==> config.mk <==
export PLATFORM = sky130hd
export DESIGN_NAME = score_stepper
export DESIGN_NICKNAME = d
export VERILOG_FILES = /design/src/rtl/score_stepper.sv
export SDC_FILE = /design/constraint.sdc
export NUM_CORES = 1
export LEC_CHECK = 0
export CAP_MARGIN = 25
export CORE_MARGIN = 2
export CORE_UTILIZATION = 56
export CTS_CLUSTER_DIAMETER = 80
export DETAILED_ROUTE_END_ITERATION = 7
export PLACE_DENSITY = 0.89
export SYNTH_ARGS = -nofsm -noshare
export SYNTH_HDL_FRONTEND = slang
export SYNTH_SLANG_ARGS = --single-unit
==> constraint.sdc <==
create_clock -name clk -period 4.9 [get_ports clk]
set_clock_uncertainty 0.2 [all_clocks]
set_input_delay 0.98 -clock clk [delete_from_list [all_inputs] [get_ports clk]]
set_output_delay 0.98 -clock clk [all_outputs]
set_load 0.01 [all_outputs]
==> src/rtl/score_stepper.sv <==
// score_stepper: walks a pair of chained BCD digit counters (units, tens)
// from the currently displayed score to a requested target by emitting
// spaced inc/dec pulse trains, while mirroring the displayed value.
module score_stepper #(
    parameter int unsigned PULSE_LEN = 1,
    parameter int unsigned GAP_LEN   = 1
) (
    input  logic       clk,
    input  logic       reset,
    input  logic       start,
    input  logic [3:0] target_tens,
    input  logic [3:0] target_units,
    input  logic       clear,
    output logic       inc_units,
    output logic       dec_units,
    output logic       inc_tens,
    output logic       dec_tens,
    output logic       digits_reset,
    output logic       busy,
    output logic       done,
    output logic       err,
    output logic [3:0] cur_tens,
    output logic [3:0] cur_units
);

    localparam logic [3:0] PULSE_LAST = 4'(PULSE_LEN - 1);
    localparam logic [3:0] GAP_LAST   = 4'(GAP_LEN - 1);

    typedef enum logic [1:0] {
        IDLE,
        PULSE,
        GAP,
        DONE
    } state_t;

    state_t     state;
    logic [3:0] tgt_tens;
    logic [3:0] tgt_units;
    logic [3:0] cnt;
    logic       dir_up;

    logic       req_bad;
    logic [6:0] req_val;
    logic [6:0] cur_val;
    logic       at_target;
    logic [3:0] nxt_tens;
    logic [3:0] nxt_units;

    // Request validation, binary comparison values and the one-step BCD
    // successor/predecessor of the mirror in the current direction.
    always_comb begin
        req_bad   = (target_tens > 4'd9) || (target_units > 4'd9);
        req_val   = 7'(target_tens) * 7'd10 + 7'(target_units);
        cur_val   = 7'(cur_tens) * 7'd10 + 7'(cur_units);
        at_target = (cur_tens == tgt_tens) && (cur_units == tgt_units);
        nxt_tens  = cur_tens;
        nxt_units = cur_units;
        if (dir_up) begin
            if (cur_units == 4'd9) begin
                nxt_units = 4'd0;
                nxt_tens  = (cur_tens == 4'd9) ? 4'd0 : cur_tens + 4'd1;
            end else begin
                nxt_units = cur_units + 4'd1;
            end
        end else begin
            if (cur_units == 4'd0) begin
                nxt_units = 4'd9;
                nxt_tens  = (cur_tens == 4'd0) ? 4'd9 : cur_tens - 4'd1;
            end else begin
                nxt_units = cur_units - 4'd1;
            end
        end
    end

    // Control FSM; every output is a register so the counters see clean pulses.
    always_ff @(posedge clk) begin
        if (reset) begin
            state        <= IDLE;
            tgt_tens     <= 4'd0;
            tgt_units    <= 4'd0;
            cnt          <= 4'd0;
            dir_up       <= 1'b0;
            inc_units    <= 1'b0;
            dec_units    <= 1'b0;
            inc_tens     <= 1'b0;
            dec_tens     <= 1'b0;
            digits_reset <= 1'b0;
            busy         <= 1'b0;
            done         <= 1'b0;
            err          <= 1'b0;
            cur_tens     <= 4'd0;
            cur_units    <= 4'd0;
        end else if (clear) begin
            state        <= IDLE;
            cnt          <= 4'd0;
            inc_units    <= 1'b0;
            dec_units    <= 1'b0;
            inc_tens     <= 1'b0;
            dec_tens     <= 1'b0;
            digits_reset <= 1'b1;
            busy         <= 1'b0;
            done         <= 1'b0;
            err          <= 1'b0;
            cur_tens     <= 4'd0;
            cur_units    <= 4'd0;
        end else begin
            digits_reset <= 1'b0;
            done         <= 1'b0;
            err          <= 1'b0;
            case (state)
                IDLE: begin
                    if (start) begin
                        if (req_bad) begin
                            err <= 1'b1;
                        end else begin
                            tgt_tens  <= target_tens;
                            tgt_units <= target_units;
                            cnt       <= 4'd0;
                            if (req_val > cur_val) begin
                                dir_up    <= 1'b1;
                                state     <= PULSE;
                                busy      <= 1'b1;
                                inc_units <= 1'b1;
                                inc_tens  <= (cur_units == 4'd9);
                            end else if (req_val < cur_val) begin
                                dir_up    <= 1'b0;
                                state     <= PULSE;
                                busy      <= 1'b1;
                                dec_units <= 1'b1;
                                dec_tens  <= (cur_units == 4'd0);
                            end else begin
                                state <= DONE;
                                done  <= 1'b1;
                            end
                        end
                    end
                end
                PULSE: begin
                    if (cnt == PULSE_LAST) begin
                        cnt       <= 4'd0;
                        state     <= GAP;
                        inc_units <= 1'b0;
                        dec_units <= 1'b0;
                        inc_tens  <= 1'b0;
                        dec_tens  <= 1'b0;
                        cur_tens  <= nxt_tens;
                        cur_units <= nxt_units;
                    end else begin
                        cnt <= cnt + 4'd1;
                    end
                end
                GAP: begin
                    if (cnt == GAP_LAST) begin
                        cnt <= 4'd0;
                        if (at_target) begin
                            state <= DONE;
                            busy  <= 1'b0;
                            done  <= 1'b1;
                        end else begin
                            state     <= PULSE;
                            inc_units <= dir_up;
                            dec_units <= !dir_up;
                            inc_tens  <= dir_up && (cur_units == 4'd9);
                            dec_tens  <= !dir_up && (cur_units == 4'd0);
                        end
                    end else begin
                        cnt <= cnt + 4'd1;
                    end
                end
                DONE: begin
                    state <= IDLE;
                end
                default: begin
                    state <= IDLE;
                end
            endcase
        end
    end

endmodule

Yosys cells after proc, flatten, opt, wreduce, memory -nomap -nowiden. Index checks and enable logic that the tools add are counted.

Reductions and logical operators: 26. Equal/unequal tests: 18. $add $sub $neg: 7. Div/mod/pow operators: 0. Shift-type cells: 0. Multipliers: 2. Magnitude comparators: 4. Bitwise gates (word level): 4. Multiplexer cells: 64.

Operators with widths (number): $mux W4 (11); $mux W1 (38); $ne A2 B2 Y1 const B (9); $add A7 B4 Y7 (2); $mux W2 (7); $add A4 B1 Y4 const B (3); $logic_not A4 Y1 (3); $mul A4 B3 Y6 const B (2); $pmux W1 S3 (4); $reduce_and A4 Y1 (3); $eq A4 B4 Y1 (2); $eq A4 B4 Y1 const B (2); $gt A4 B4 Y1 const B (2); $pmux W2 S4 (1); $pmux W4 S2 (1); $reduce_and A8 Y1 (1); $reduce_bool A2 Y1 (4); $sub A4 B1 Y4 const B (2); $gt A7 B7 Y1 (1); $lt A7 B7 Y1 (1); $reduce_and A7 Y1 (1); $reduce_and A6 Y1 (1); $reduce_and A5 Y1 (1); $eq A2 B2 Y1 const B (2); 14 further kinds (21).

Bits in writable memories: 0. Flip-flop bits (word level): 31. Bits in latches: 0. Memories kept: 0. Output and inout port bits: 16. Input bits: 12. Logic and storage cells: 140. Memory bits (read-only): 0.

Depth between registers and ports, before layout.
Word-level depth: 8. Gate-level depth with buffers: 12. Mapped depth without buffers: 12.

Least setup slack after synthesis. OpenSTA, ideal clock, no wires.

Kind: input to register. From: input port target_tens[1]. To: register inc_tens. Buffers on the path: 0. Arrival time: 3.749 ns. Slack: 0.879 ns. Data required time: 4.628 ns. Stages on the path: 12. Setup time: 0.072 ns. Cell sequence: ha_1 ha_1 inv_1 fa_1 nor3b_1 xnor2_1 ha_1 and4_1 and2_1 o21bai_1 a2111oi_2 mux2i_1.

Word-level cells in the longest chain between the ends: 5. Elaborated cells between the ends (all ways): 8. Those cells by class: add/sub: 1; mul: 1; order compare: 2; eq/ne: 2; reduce/logical: 2.

Ends and longest elaborated chain: start: declaration (RTL line 11) `input logic [3:0] target_tens,`; $mul A4 B3 Y6 (RTL line 53) `req_val = 7'(target_tens) * 7'd10 + 7'(target_units);`; $add A7 B4 Y7 (RTL line 53); $gt A7 B7 Y1 (RTL line 119) `if (req_val > cur_val) begin`; $ne A2 B2 Y1 (no line); $reduce_and A7 Y1 (no line) *; end signal: assignment (RTL line 124) `inc_tens <= (cur_units == 4'd9);`; end signal: assignment (RTL line 163) `inc_tens <= dir_up && (cur_units == 4'd9);`; end: declaration (RTL line 16) `output logic inc_tens,`.

Mark *: on every way between the ends. The rest lies on a longest branch, timed or not. A chain may end at the register's enable or synchronous reset.

Worst setup path in the final report.
From: input port target_tens[1]. To: register inc_units.

Word-level cells in the longest chain between the ends: 5. Elaborated cells between the ends (all ways): 8. Those cells by class: add/sub: 1; mul: 1; order compare: 2; eq/ne: 2; reduce/logical: 2.

Ends and longest elaborated chain: $mul A4 B3 Y6 (RTL line 53); $add A7 B4 Y7 (RTL line 53); $gt A7 B7 Y1 (RTL line 119); $ne A2 B2 Y1 (no line); $reduce_and A7 Y1 (no line) *; end signal: assignment (RTL line 161) `inc_units <= dir_up;`; end: declaration (RTL line 14) `output logic inc_units,`.

Marks and branches as above.

==> results.py <==
metrics = {
    "outcome": {
        "status": "complete, no violations",
    },
    "yosys": {
        "ys_async_sr_fraction_pct": 0,
        "yosysTopAreaCellShare_pct": 26.0,
        "ys_ff_latch": 31,
        "ys.flop_type": "dfxtp_1",
        "syn-cell-area_mm2": 0.00239,
        "synth_commonest_cells": "dfxtp_1, ha_1, nor2_1, inv_1, xnor2_1",
        "synth_top_cell_by_area": "dfxtp_1",
        "synth_area_leaders": "dfxtp_1, ha_1, xnor2_1",
        "syn_area_per_cell_um2": 8.33,
        "synthCells": 287,
        "synth_fp_nets": 328,
        "synth_edf_count": 0,
        "synth_cell_types": 54,
        "yosysMostFrequentCell": "dfxtp_1",
        "yosysSeqAreaShare_pct": 26.0,
        "yosysWarnings": 0,
    },
    "pwr": {
        "power_density_mw_per_mm2": 247,
        "ir_drop_uv": 144,
        "p_leak_nw": 1.12,
        "p_clk_share_pct": 38.9,
        "power.switching_w": 0.000192,
        "power_frac_seq_pct": 38.9,
        "intPower_w": 0.000495,
        "p_comb_share_pct": 22.1,
        "switching_share_pct": 28.0,
    },
    "place": {
        "dpl.cell_count": 349,
        "hpwl_um": 3890,
        "numPortBuffers": 27,
        "gp_congestion": 0.875,
    },
    "floorplanning": {
        "die_area_mm2": 0.00481,
        "num_rows": 23,
        "fp.dieW_um": 69.3,
        "die_height_um": 69.3,
        "core_area_mm2": 0.00406,
        "initial_core_util_pct": 58.9,
        "ioPinCount": 28,
    },
    "finish": {
        "final_nets": 347,
        "antenna_cells": 0,
        "syn2layout_area_growth_pct": 16.2,
        "num-fill-cells": 331,
        "fin_cells": 357,
        "final_layout_size_suffix_gt1_share_pct": 4.56,
    },
    "timing": {
        "min_period_ps": 4520,
        "slew_violations": 0,
        "tns_ps": 0,
        "fin_crit_sh_pct": 92.3,
        "worst_pin_slew_ps": 623,
        "relSlewSlack_pct": 58.3,
        "hold_violations": 0,
        "setup-violations-final": 0,
        "fmax_ghz": 0.221,
        "rsz0062_at_grt": "no",
    },
    "cts": {
        "clk_pin_slew_ps": 70,
        "cts_setup_buffers": 0,
        "ctsHoldBuffers": 0,
        "worstSkewPairLatency_ps": 290,
        "clock_sinks": 31,
        "ctsRootBufferMaster": "clkbuf_8",
        "htreeDepth": 2,
        "cts_tree": "built",
        "cts_resized": 0,
        "clockBufferDepth": 2,
        "numCtsBuffers": 5,
    },
    "grt": {
        "grt_max_degree": 20,
        "grt_pass1_wl_um": 9050,
        "grtUsageTotal_pct": 23.3,
        "grt_pass1_vias": 1939,
        "antenna_found_initial": 0,
        "grt_overflow": 0,
    },
    "worst_setup_path": {
        "worstReg2RegEnd": "inc_units",
        "cpPeakStageDelay_ps": 500,
        "worst-setup-path-type": "input port to flop",
        "cp.arrival_ps": 4540,
        "rr_startpoint": "cur_tens[1]",
        "crit_buf_inv": 2,
        "cp_cell_sequence": "clkdlybuf4s50_1, ha_1, ha_1, inv_1, fa_1, nor3b_1, xnor2_1, ha_1, and4_1, a21boi_0, o21bai_1, a2111oi_2, mux2i_1",
        "cpMostUsedCell": "ha_1",
        "critPathLaunchType": "input port",
        "cp-end-kind": "flop",
        "rr_worst_depth": 12,
        "worstPathRequired_ps": 4920,
        "reg2reg_slack_ps": 1000,
        "path_max_fanout": 5,
        "worst_path_max_delay_cell": "a2111oi_2",
        "critPathTopFamily": "adder cells",
    },
    "route": {
        "avgViaCountPerCell": 5.82,
        "routedWlPerCell_um": 14.8,
        "wl_um": 5300,
        "antenna_left": 0,
        "drt_iter0_drc": 159,
        "num_vias": 2076,
        "firstDrtPassIters": 4,
        "route.detailed.drc": 0,
    },
    "min_path": {
        "min-delay-start": "dec_units",
        "whs_endpoint": "dec_units",
        "hold_depth": 2,
        "hold_class": "flop to flop",
    },
    "job": {
        "drv_cap": 0,
    },
}
[per-layer routing]
metal,vias to the layer above,routed length [um],track usage (%)
met5,-,0,0
met4,0,77,9.15
met3,6,295,5.09
met2,51,2510,37.5
met1,980,2410,30.2
li1,1039,-,-
[cell families after synthesis]
| family | Yosys count | synth area share (%) |
|---|---|---|
| AOI/OAI and AO/OA | 60 | 17.1 |
| xor gates and xnor gates | 25 | 9.16 |
| adders and majority gates | 29 | 16.4 |
| buffers and inverters | 38 | 6.28 |
| DFF | 31 | 26.0 |
| muxes | 13 | 5.44 |
| and+or+nand+nor | 91 | 19.6 |
[cells in the final DEF (no fill, tap or decap), types with 2 or more instances in the layout]
| cell | n |
|---|---|
| a2111o_1 | 2 |
| a21o_1 | 3 |
| a21oi_1 | 15 |
| a2bb2oi_1 | 2 |
| a31o_2 | 2 |
| and2_1 | 2 |
| and3_1 | 2 |
| clkbuf_8 | 6 |
| clkdlybuf4s50_1 | 27 |
| dfxtp_1 | 31 |
| fa_1 | 4 |
| ha_1 | 25 |
| inv_1 | 23 |
| mux2i_1 | 13 |
| nand2_1 | 17 |
| nand2b_1 | 3 |
| nand3_1 | 10 |
| nand3b_1 | 2 |
| nand4_1 | 3 |
| nor2_1 | 25 |
| nor2b_1 | 5 |
| nor3_1 | 6 |
| nor3b_1 | 3 |
| o21a_1 | 2 |
| o21ai_0 | 13 |
| o21ai_1 | 2 |
| o21bai_1 | 3 |
| or2_2 | 2 |
| or3_1 | 3 |
| or3b_1 | 2 |
| xnor2_1 | 19 |
| xor2_1 | 6 |
[sequential cells by signal (all words and copies together), names as in the netlist, 2 cells and up]
signal / cells
cnt: 4
cur_tens: 4
cur_units: 4
state: 2
tgt_tens: 4
tgt_units: 4
[layout make-up]
class                   instances  area (um^2)  share of cell area [%]
inverters                      23         86.3                    3.11
flip-flops and latches         31          621                    22.3
repair buffers                 27          270                    9.73
clock inverters                 2         35.0                    1.26
multi-input cells             218         1620                    58.3
clock buffers                   6         82.6                    2.97
well taps                      50         62.6                    2.25
[worst max path at each step]
stage                   start   endpoint  slack [ps]  depth (start not counted)
2_1_floorplan  target_tens[1]   inc_tens         880                         12
3_3_place_gp   target_tens[1]   inc_tens         250                         13
3_5_place_dp   target_tens[1]  inc_units         120                         13
4_1_cts        target_tens[1]  inc_units         430                         13
5_1_grt        target_tens[1]  inc_units         180                         13
6_report       target_tens[1]  inc_units         380                         13
[power groups by stage]
stage | Sequential [W] | Combinational (W) | Clock, W
floorplan | 0.000270 | 0.000111 | 0
global placement | 0.000273 | 0.000144 | 0
detailed placement | 0.000273 | 0.000149 | 0
CTS | 0.000267 | 0.000151 | 0.000271
global route | 0.000269 | 0.000169 | 0.000282
finish | 0.000267 | 0.000152 | 0.000267
[worst reg2reg max path: stages (launching register included)]
cell and delay (ps):
dfxtp_1 570, ha_1 310, ha_1 190, inv_1 70, fa_1 450, nor3b_1 280
xnor2_1 110, ha_1 310, and4_1 240, a21boi_0 260, o21bai_1 120, a2111oi_2 500
mux2i_1 220
[stage by stage]
step | hold slack [ps] | instance area, um^2 | util [%] | total power (W) | setup slack [ps]
3_5_place_dp | 260 | 2660 | 65.6 | 0.000422 | 122
6_report | 266 | 2780 | 68.5 | 0.000687 | 379
2_1_floorplan | 267 | 2390 | - | 0.000381 | 879
4_1_cts | 270 | 2780 | 68.5 | 0.000689 | 425
3_3_place_gp | 258 | 2660 | 65.6 | 0.000417 | 250
5_1_grt | 294 | 2780 | 68.5 | 0.000720 | 177
No activity file was read; power rests on OpenSTA's default activity.
